`config.mk`:
```
export PLATFORM = sky130hd
export DESIGN_NAME = seek_sequencer
export DESIGN_NICKNAME = d
export VERILOG_FILES = /design/src/rtl/seek_pkg.sv /design/src/rtl/bus_sync2.sv /design/src/rtl/seek_sequencer.sv
export SDC_FILE = /design/constraint.sdc
export NUM_CORES = 1
export LEC_CHECK = 0
export ABC_AREA = 1
export BUFFER_PORTS_ARGS = -buffer_cell sky130_fd_sc_hd__buf_2
export CORE_MARGIN = 2
export CORE_UTILIZATION = 60
export CTS_CLUSTER_SIZE = 20
export DETAILED_ROUTE_END_ITERATION = 7
export PLACE_DENSITY = 0.79
export SYNTH_ARGS = -nofsm -noshare
export SYNTH_HDL_FRONTEND = slang
export SYNTH_SLANG_ARGS = --single-unit
```
`constraint.sdc`:
```
create_clock -name clock -period 2.9 [get_ports clock]
set_input_delay 0.145 -clock clock [delete_from_list [all_inputs] [get_ports clock]]
set_output_delay 0.145 -clock clock [all_outputs]
set_load 0.02 [all_outputs]
```
`src/rtl/seek_pkg.sv`:
```
// Shared types and constants for the 2310 relative-seek initiator.
// Bus polarities are named so the datapath reads in drive terms.
package seek_pkg;

  typedef enum logic [2:0] {
    S_IDLE,
    S_PLAN,
    S_SETUP,
    S_GO,
    S_WAIT_DROP,
    S_WAIT_RISE,
    S_UPDATE,
    S_FINISH
  } state_t;

  localparam int unsigned CYL_MAX = 202;

  localparam logic FWD   = 1'b1;
  localparam logic STEP2 = 1'b1;

endpackage

```
`src/rtl/bus_sync2.sv`:
```
// Two-flop synchronizer for an asynchronous drive line, plus a
// one-clock delayed copy of the synchronized value for edge detection.
module bus_sync2 #(
  parameter logic RST_VAL = 1'b0
) (
  input  logic clock,
  input  logic reset,
  input  logic d,
  output logic q,
  output logic q_dly
);

  logic meta_q;
  logic sync_q;
  logic dly_q;

  always_ff @(posedge clock) begin
    if (reset) begin
      meta_q <= RST_VAL;
      sync_q <= RST_VAL;
      dly_q  <= RST_VAL;
    end else begin
      meta_q <= d;
      sync_q <= meta_q;
      dly_q  <= sync_q;
    end
  end

  assign q     = sync_q;
  assign q_dly = dly_q;

endmodule

```
`src/rtl/seek_sequencer.sv`:
```
// Initiator side of the 2310 relative-seek bus: breaks an absolute
// seek or a recalibrate into Access Ready paced 1/2-cylinder steps.
module seek_sequencer
  import seek_pkg::*;
#(
  parameter int unsigned GO_WIDTH_US     = 20,
  parameter int unsigned SETUP_US        = 5,
  parameter int unsigned DROP_TIMEOUT_US = 10000,
  parameter int unsigned RISE_TIMEOUT_US = 50000,
  parameter int unsigned MAX_CYL         = CYL_MAX,
  parameter int unsigned RECAL_MAX_STEPS = 110
) (
  input  logic       clock,
  input  logic       reset,
  input  logic       clkenbl_1usec,
  input  logic       start,
  input  logic       recal,
  input  logic [7:0] target_cyl,
  input  logic       BUS_ACCESS_RDY_H,
  input  logic       BUS_HOME_L,
  output logic       BUS_ACC_GO_L,
  output logic       BUS_ACC_REV_L,
  output logic       BUS_10_20_L,
  output logic [7:0] current_cyl,
  output logic       busy,
  output logic       done,
  output logic       error
);

  localparam logic [15:0] T_GO    = 16'(GO_WIDTH_US);
  localparam logic [15:0] T_SETUP = 16'(SETUP_US);
  localparam logic [15:0] T_DROP  = 16'(DROP_TIMEOUT_US);
  localparam logic [15:0] T_RISE  = 16'(RISE_TIMEOUT_US);
  localparam logic [7:0]  CYL_TOP = 8'(MAX_CYL);
  localparam logic [7:0]  RCL_TOP = 8'(RECAL_MAX_STEPS);

  state_t      state_q, state_d;
  logic [15:0] timer_q, timer_d;
  logic [7:0]  cnt_q, cnt_d;
  logic [7:0]  cur_q, cur_d;
  logic [7:0]  tgt_q, tgt_d;
  logic        rmode_q, rmode_d;
  logic        go_q, go_d;
  logic        rev_q, rev_d;
  logic        s2_q, s2_d;
  logic        busy_q, busy_d;
  logic        done_q, done_d;
  logic        err_q, err_d;

  logic rdy, rdy_dly, home, home_dly;

  bus_sync2 #(.RST_VAL(1'b0)) u_rdy (
    .clock (clock),
    .reset (reset),
    .d     (BUS_ACCESS_RDY_H),
    .q     (rdy),
    .q_dly (rdy_dly)
  );

  bus_sync2 #(.RST_VAL(1'b1)) u_home (
    .clock (clock),
    .reset (reset),
    .d     (BUS_HOME_L),
    .q     (home),
    .q_dly (home_dly)
  );

  logic        rdy_fall, rdy_rise, home_low;
  logic [15:0] timer_dec;
  logic [7:0]  diff, amt, nxt_cyl;
  logic [8:0]  fwd_sum;

  // Home must read low on two consecutive samples to count as home.
  assign home_low  = ~(home | home_dly);
  assign rdy_fall  = rdy_dly & ~rdy;
  assign rdy_rise  = ~rdy_dly & rdy;
  assign timer_dec = clkenbl_1usec ? timer_q - 16'd1 : timer_q;
  assign diff      = (tgt_q > cur_q) ? tgt_q - cur_q : cur_q - tgt_q;
  assign amt       = (s2_q == STEP2) ? 8'd2 : 8'd1;
  assign fwd_sum   = {1'b0, cur_q} + {1'b0, amt};

  always_comb begin
    nxt_cyl = cur_q;
    if (rev_q == FWD) begin
      if (fwd_sum > {1'b0, CYL_TOP}) nxt_cyl = CYL_TOP;
      else                           nxt_cyl = fwd_sum[7:0];
    end else begin
      if (cur_q < amt) nxt_cyl = 8'd0;
      else             nxt_cyl = cur_q - amt;
    end
  end

  always_comb begin
    state_d = state_q;
    timer_d = timer_q;
    cnt_d   = cnt_q;
    cur_d   = cur_q;
    tgt_d   = tgt_q;
    rmode_d = rmode_q;
    go_d    = go_q;
    rev_d   = rev_q;
    s2_d    = s2_q;
    busy_d  = busy_q;
    done_d  = 1'b0;
    err_d   = err_q;
    unique case (state_q)
      S_IDLE: begin
        if (recal) begin
          rmode_d = 1'b1;
          cnt_d   = 8'd0;
          err_d   = 1'b0;
          busy_d  = 1'b1;
          state_d = S_PLAN;
        end else if (start) begin
          if (target_cyl > CYL_TOP) begin
            err_d  = 1'b1;
            done_d = 1'b1;
          end else if (target_cyl == cur_q) begin
            err_d  = 1'b0;
            done_d = 1'b1;
          end else begin
            tgt_d   = target_cyl;
            rmode_d = 1'b0;
            err_d   = 1'b0;
            busy_d  = 1'b1;
            state_d = S_PLAN;
          end
        end
      end
      S_PLAN: begin
        if (rmode_q) begin
          if (home_low) begin
            cur_d   = 8'd0;
            state_d = S_FINISH;
          end else begin
            rev_d   = ~FWD;
            s2_d    = STEP2;
            timer_d = T_SETUP;
            state_d = S_SETUP;
          end
        end else if (diff == 8'd0) begin
          state_d = S_FINISH;
        end else begin
          rev_d   = (tgt_q > cur_q) ? FWD : ~FWD;
          s2_d    = (diff >= 8'd2) ? STEP2 : ~STEP2;
          timer_d = T_SETUP;
          state_d = S_SETUP;
        end
      end
      S_SETUP: begin
        if (timer_q == 16'd0) begin
          go_d    = 1'b0;
          timer_d = T_GO;
          state_d = S_GO;
        end else begin
          timer_d = timer_dec;
        end
      end
      S_GO: begin
        if (timer_q == 16'd0) begin
          go_d    = 1'b1;
          timer_d = T_DROP;
          state_d = S_WAIT_DROP;
        end else begin
          timer_d = timer_dec;
        end
      end
      S_WAIT_DROP: begin
        if (rdy_fall) begin
          timer_d = T_RISE;
          state_d = S_WAIT_RISE;
        end else if (timer_q == 16'd0) begin
          err_d   = 1'b1;
          state_d = S_FINISH;
        end else begin
          timer_d = timer_dec;
        end
      end
      S_WAIT_RISE: begin
        if (rdy_rise) begin
          state_d = S_UPDATE;
        end else if (timer_q == 16'd0) begin
          err_d   = 1'b1;
          state_d = S_FINISH;
        end else begin
          timer_d = timer_dec;
        end
      end
      S_UPDATE: begin
        cur_d   = home_low ? 8'd0 : nxt_cyl;
        state_d = S_PLAN;
        if (rmode_q) begin
          cnt_d = cnt_q + 8'd1;
          if (home_low) begin
            state_d = S_FINISH;
          end else if (cnt_q + 8'd1 == RCL_TOP) begin
            err_d   = 1'b1;
            state_d = S_FINISH;
          end
        end
      end
      S_FINISH: begin
        busy_d  = 1'b0;
        done_d  = 1'b1;
        state_d = S_IDLE;
      end
      default: state_d = S_IDLE;
    endcase
  end

  always_ff @(posedge clock) begin
    if (reset) begin
      state_q <= S_IDLE;
      timer_q <= 16'd0;
      cnt_q   <= 8'd0;
      cur_q   <= 8'd0;
      tgt_q   <= 8'd0;
      rmode_q <= 1'b0;
      go_q    <= 1'b1;
      rev_q   <= 1'b1;
      s2_q    <= 1'b0;
      busy_q  <= 1'b0;
      done_q  <= 1'b0;
      err_q   <= 1'b0;
    end else begin
      state_q <= state_d;
      timer_q <= timer_d;
      cnt_q   <= cnt_d;
      cur_q   <= cur_d;
      tgt_q   <= tgt_d;
      rmode_q <= rmode_d;
      go_q    <= go_d;
      rev_q   <= rev_d;
      s2_q    <= s2_d;
      busy_q  <= busy_d;
      done_q  <= done_d;
      err_q   <= err_d;
    end
  end

  assign BUS_ACC_GO_L  = go_q;
  assign BUS_ACC_REV_L = rev_q;
  assign BUS_10_20_L   = s2_q;
  assign current_cyl   = cur_q;
  assign busy          = busy_q;
  assign done          = done_q;
  assign error         = err_q;

endmodule

```
==> metrics.cfg <==
[clocking]
clk_pin_slew_ns = 0.12
cts_inserted_buffers = 5
tritoncts = yes
cts_sinks = 56
clock_latency_ns = 0.33
htreeDepth = 2
ctsLongestPathBuffers = 2
root_buffer = clkbuf_8
postCtsSetupBuffers = 0

[floorplan]
initial_core_util_pct = 61.3
fp.coreArea_sq_um = 7610
die-width_um = 92.1
ios = 29
fp.dieArea_sq_um = 8490
rows = 32
fp.dieH_um = 92.1

[global_route]
grt_pass1_wl_um = 20300
track_usage_pct = 29.1
first_global_vias = 4599
antenna_found_initial = 0
grt_overflow_total = 0
grt_max_degree = 30

[timing]
rsz0062_at_grt = false
setup_tns_ns = 0
skew_ns = 0.0114
max_freq_mhz = 387
fin_crit_ns = 2.59
relSlewSlack_pct = 58.0
hold_violations = 0
fin_crit_sh_pct = 89.2
tightest_slew_ns = 0.628
maxSlewViolCount = 0
setup_viol = 0

[placed_design]
portBuffers = 28
gp_congestion = 1.02
hpwl_um = 9180

[status]
outcome = completed

[synthesis]
async_flop_share_pct = 0
ys.flop_type = dfxtp_1
ys_top_cells_by_area = dfxtp_1 (24%), nand2_1 (17%), inv_1 (8.7%)
synth_top_area_cell = dfxtp_1
synth_area_sq_um = 4660
synth_cells = 766
yosysUniqueCellTypes = 44
ys_seq_area_share_pct = 24.1
avgSynthCellArea_sq_um = 6.08
synth_top_area_share_pct = 24.1
synth_edf_count = 0
syn-num-nets = 811
synth-seq-cells = 56
yosysWarnings = 0

[final_layout]
area_growth_pct = 7.70
fin_util_pct = 66.0
drive_above_1_share_pct = 9.42
layout.nets = 840
diodes = 0

[worst_setup_path]
cp_data_arrival_time_ns = 2.81
critPathKind = reg2reg
r2r_cells = 17
startpoint_type = register
cp_max_fo = 11
required_ns = 3.12
timing.critical_path.to_type = register

[power]
power.total_w = 0.00382
p_per_area_nw_per_um2 = 761
peakVddDrop_uv = 412
p_leak_nw = 2.51

[detailed_routing]
dr.pass1.iters = 5
antenna_left = 0
avgRoutedWirePerCell_um = 13.5
vias = 4975
totalWireLength_um = 12100
avgViaCountPerCell = 5.54
drtIter0Drc = 270
drc = 0

[worst_hold_path]
hold_depth = 3
hold_class = in2reg

[job]
cap_violations = 0

## synthesized netlist by cell type, drive strengths merged, types with 4 or more instances
cell and number:
nand2 221, inv 113, nor2 106, nand3 57, dfxtp 56, a21oi 48, o21ai 30, ha 26
nand4 20, xor2 13, buf 12, nor3 12, or2 9, xnor2 8, clkbuf 6, fa 4
## state kept, by name, summed over array words and instances, names as in the netlist, 3 cells and up
signal and cells:
timer_q 16, cnt_q 8, current_cyl 8, tgt_q 8, state_q 3
## per-layer routing
| metal | part of all wire, % | track usage, % | vias to the layer above |
|---|---|---|---|
| met5 | 0 | 0 | - |
| met4 | 3.1 | 11.7 | 0 |
| met3 | 6.0 | 3.20 | 35 |
| met2 | 48 | 51.8 | 208 |
| met1 | 43 | 35.8 | 2228 |
| li1 | - | - | 2504 |
## per-stage QoR
stage	instance area (sq um)	hold WS, ns	cells	worst slack [ns]
after global routing	5020	0.0171	898	0.00986
final	5020	0.0116	898	0.313
after CTS	4990	0.0113	896	0.132
after detailed placement	4880	0.332	887	0.151
after global placement	4880	0.330	887	0.224
after floorplan	4660	0.249	766	0.299
## cell type report
cell class / count / area, sq um
Timing Repair Buffer: 38 / 218
Tap cell: 102 / 128
Clock buffer: 5 / 68.8
Inverter: 115 / 432
Sequential cell: 56 / 1120
Multi-Input combinational cell: 579 / 3020
Clock inverter: 3 / 25.0
Fill cell: 708 / 2590
## kinds of logic after synthesis
family          synth area share (%)
buf+inv                         11.7
compound gates                  11.7
flops                           24.1
simple gates                    40.0
xor+xnor                        3.95
fa+ha+maj                       8.70
## report_power, final
| part | switching, W | total (W) | leakage [nW] | internal (W) |
|---|---|---|---|---|
| Sequential | 0.000143 | 0.00105 | 0.459 | 0.000905 |
| Clock | 0.000295 | 0.000473 | 0.0452 | 0.000177 |
| Combinational | 0.00153 | 0.00230 | 2.01 | 0.000770 |
## final timing paths
check,start,end,slack (ns)
worst max register to register,current_cyl[0]$_SDFFE_PP0P_,timer_q[14]$_SDFFE_PP0P_,0.31
worst min register to register,u_rdy.meta_q$_SDFF_PP0_,u_rdy.q$_SDFF_PP0_,0.42
worst max-delay path,current_cyl[0]$_SDFFE_PP0P_,timer_q[14]$_SDFFE_PP0P_,0.31
worst min-delay path,BUS_ACCESS_RDY_H,u_rdy.meta_q$_SDFF_PP0_,0.01
## worst max-delay path, stage by stage (launching register included)
cell,delay (ns)
dfxtp_1,0.42
inv_1,0.12
ha_1,0.25
fa_1,0.41
inv_1,0.10
nand3_1,0.09
nand3_1,0.10
nand2_1,0.05
nand2_1,0.06
nand2_1,0.06
nor2_1,0.09
nand2_1,0.08
nand2_2,0.11
nand3_4,0.16
nand3_2,0.20
nand2_1,0.08
inv_1,0.06
nor2_1,0.04
## what timing repair did
item / CTS / global route
resized for setup: 0 / 3
hold endpoints to repair: 1 / 0
endpoints found under the setup margin: 0 / 18
hold buffers: 1 / 0
## layout by cell type (no fill, tap or decap), types with 2 or more instances in the layout
cell type	netlist	final
buf_4	0	9
a2111oi_0	2	2
nand3_1	53	53
clkinv_1	2	2
xnor2_1	8	8
xor2_1	13	13
o22ai_1	3	3
inv_2	5	5
or2_2	6	6
buf_2	8	28
dfxtp_1	56	55
nand2_2	6	6
a21oi_1	47	47
nand2_1	214	214
nand3_4	2	3
ha_1	26	26
o211ai_1	3	3
nand3_2	2	3
fa_1	4	4
o21ai_0	30	30
nand3b_1	2	2
a31oi_1	3	3
inv_1	108	108
inv_6	0	2
nor3_1	11	11
clkbuf_8	0	5
a211oi_1	3	3
nand4_1	20	20
nor2_1	104	104
No activity file was read; power rests on OpenSTA's default activity.
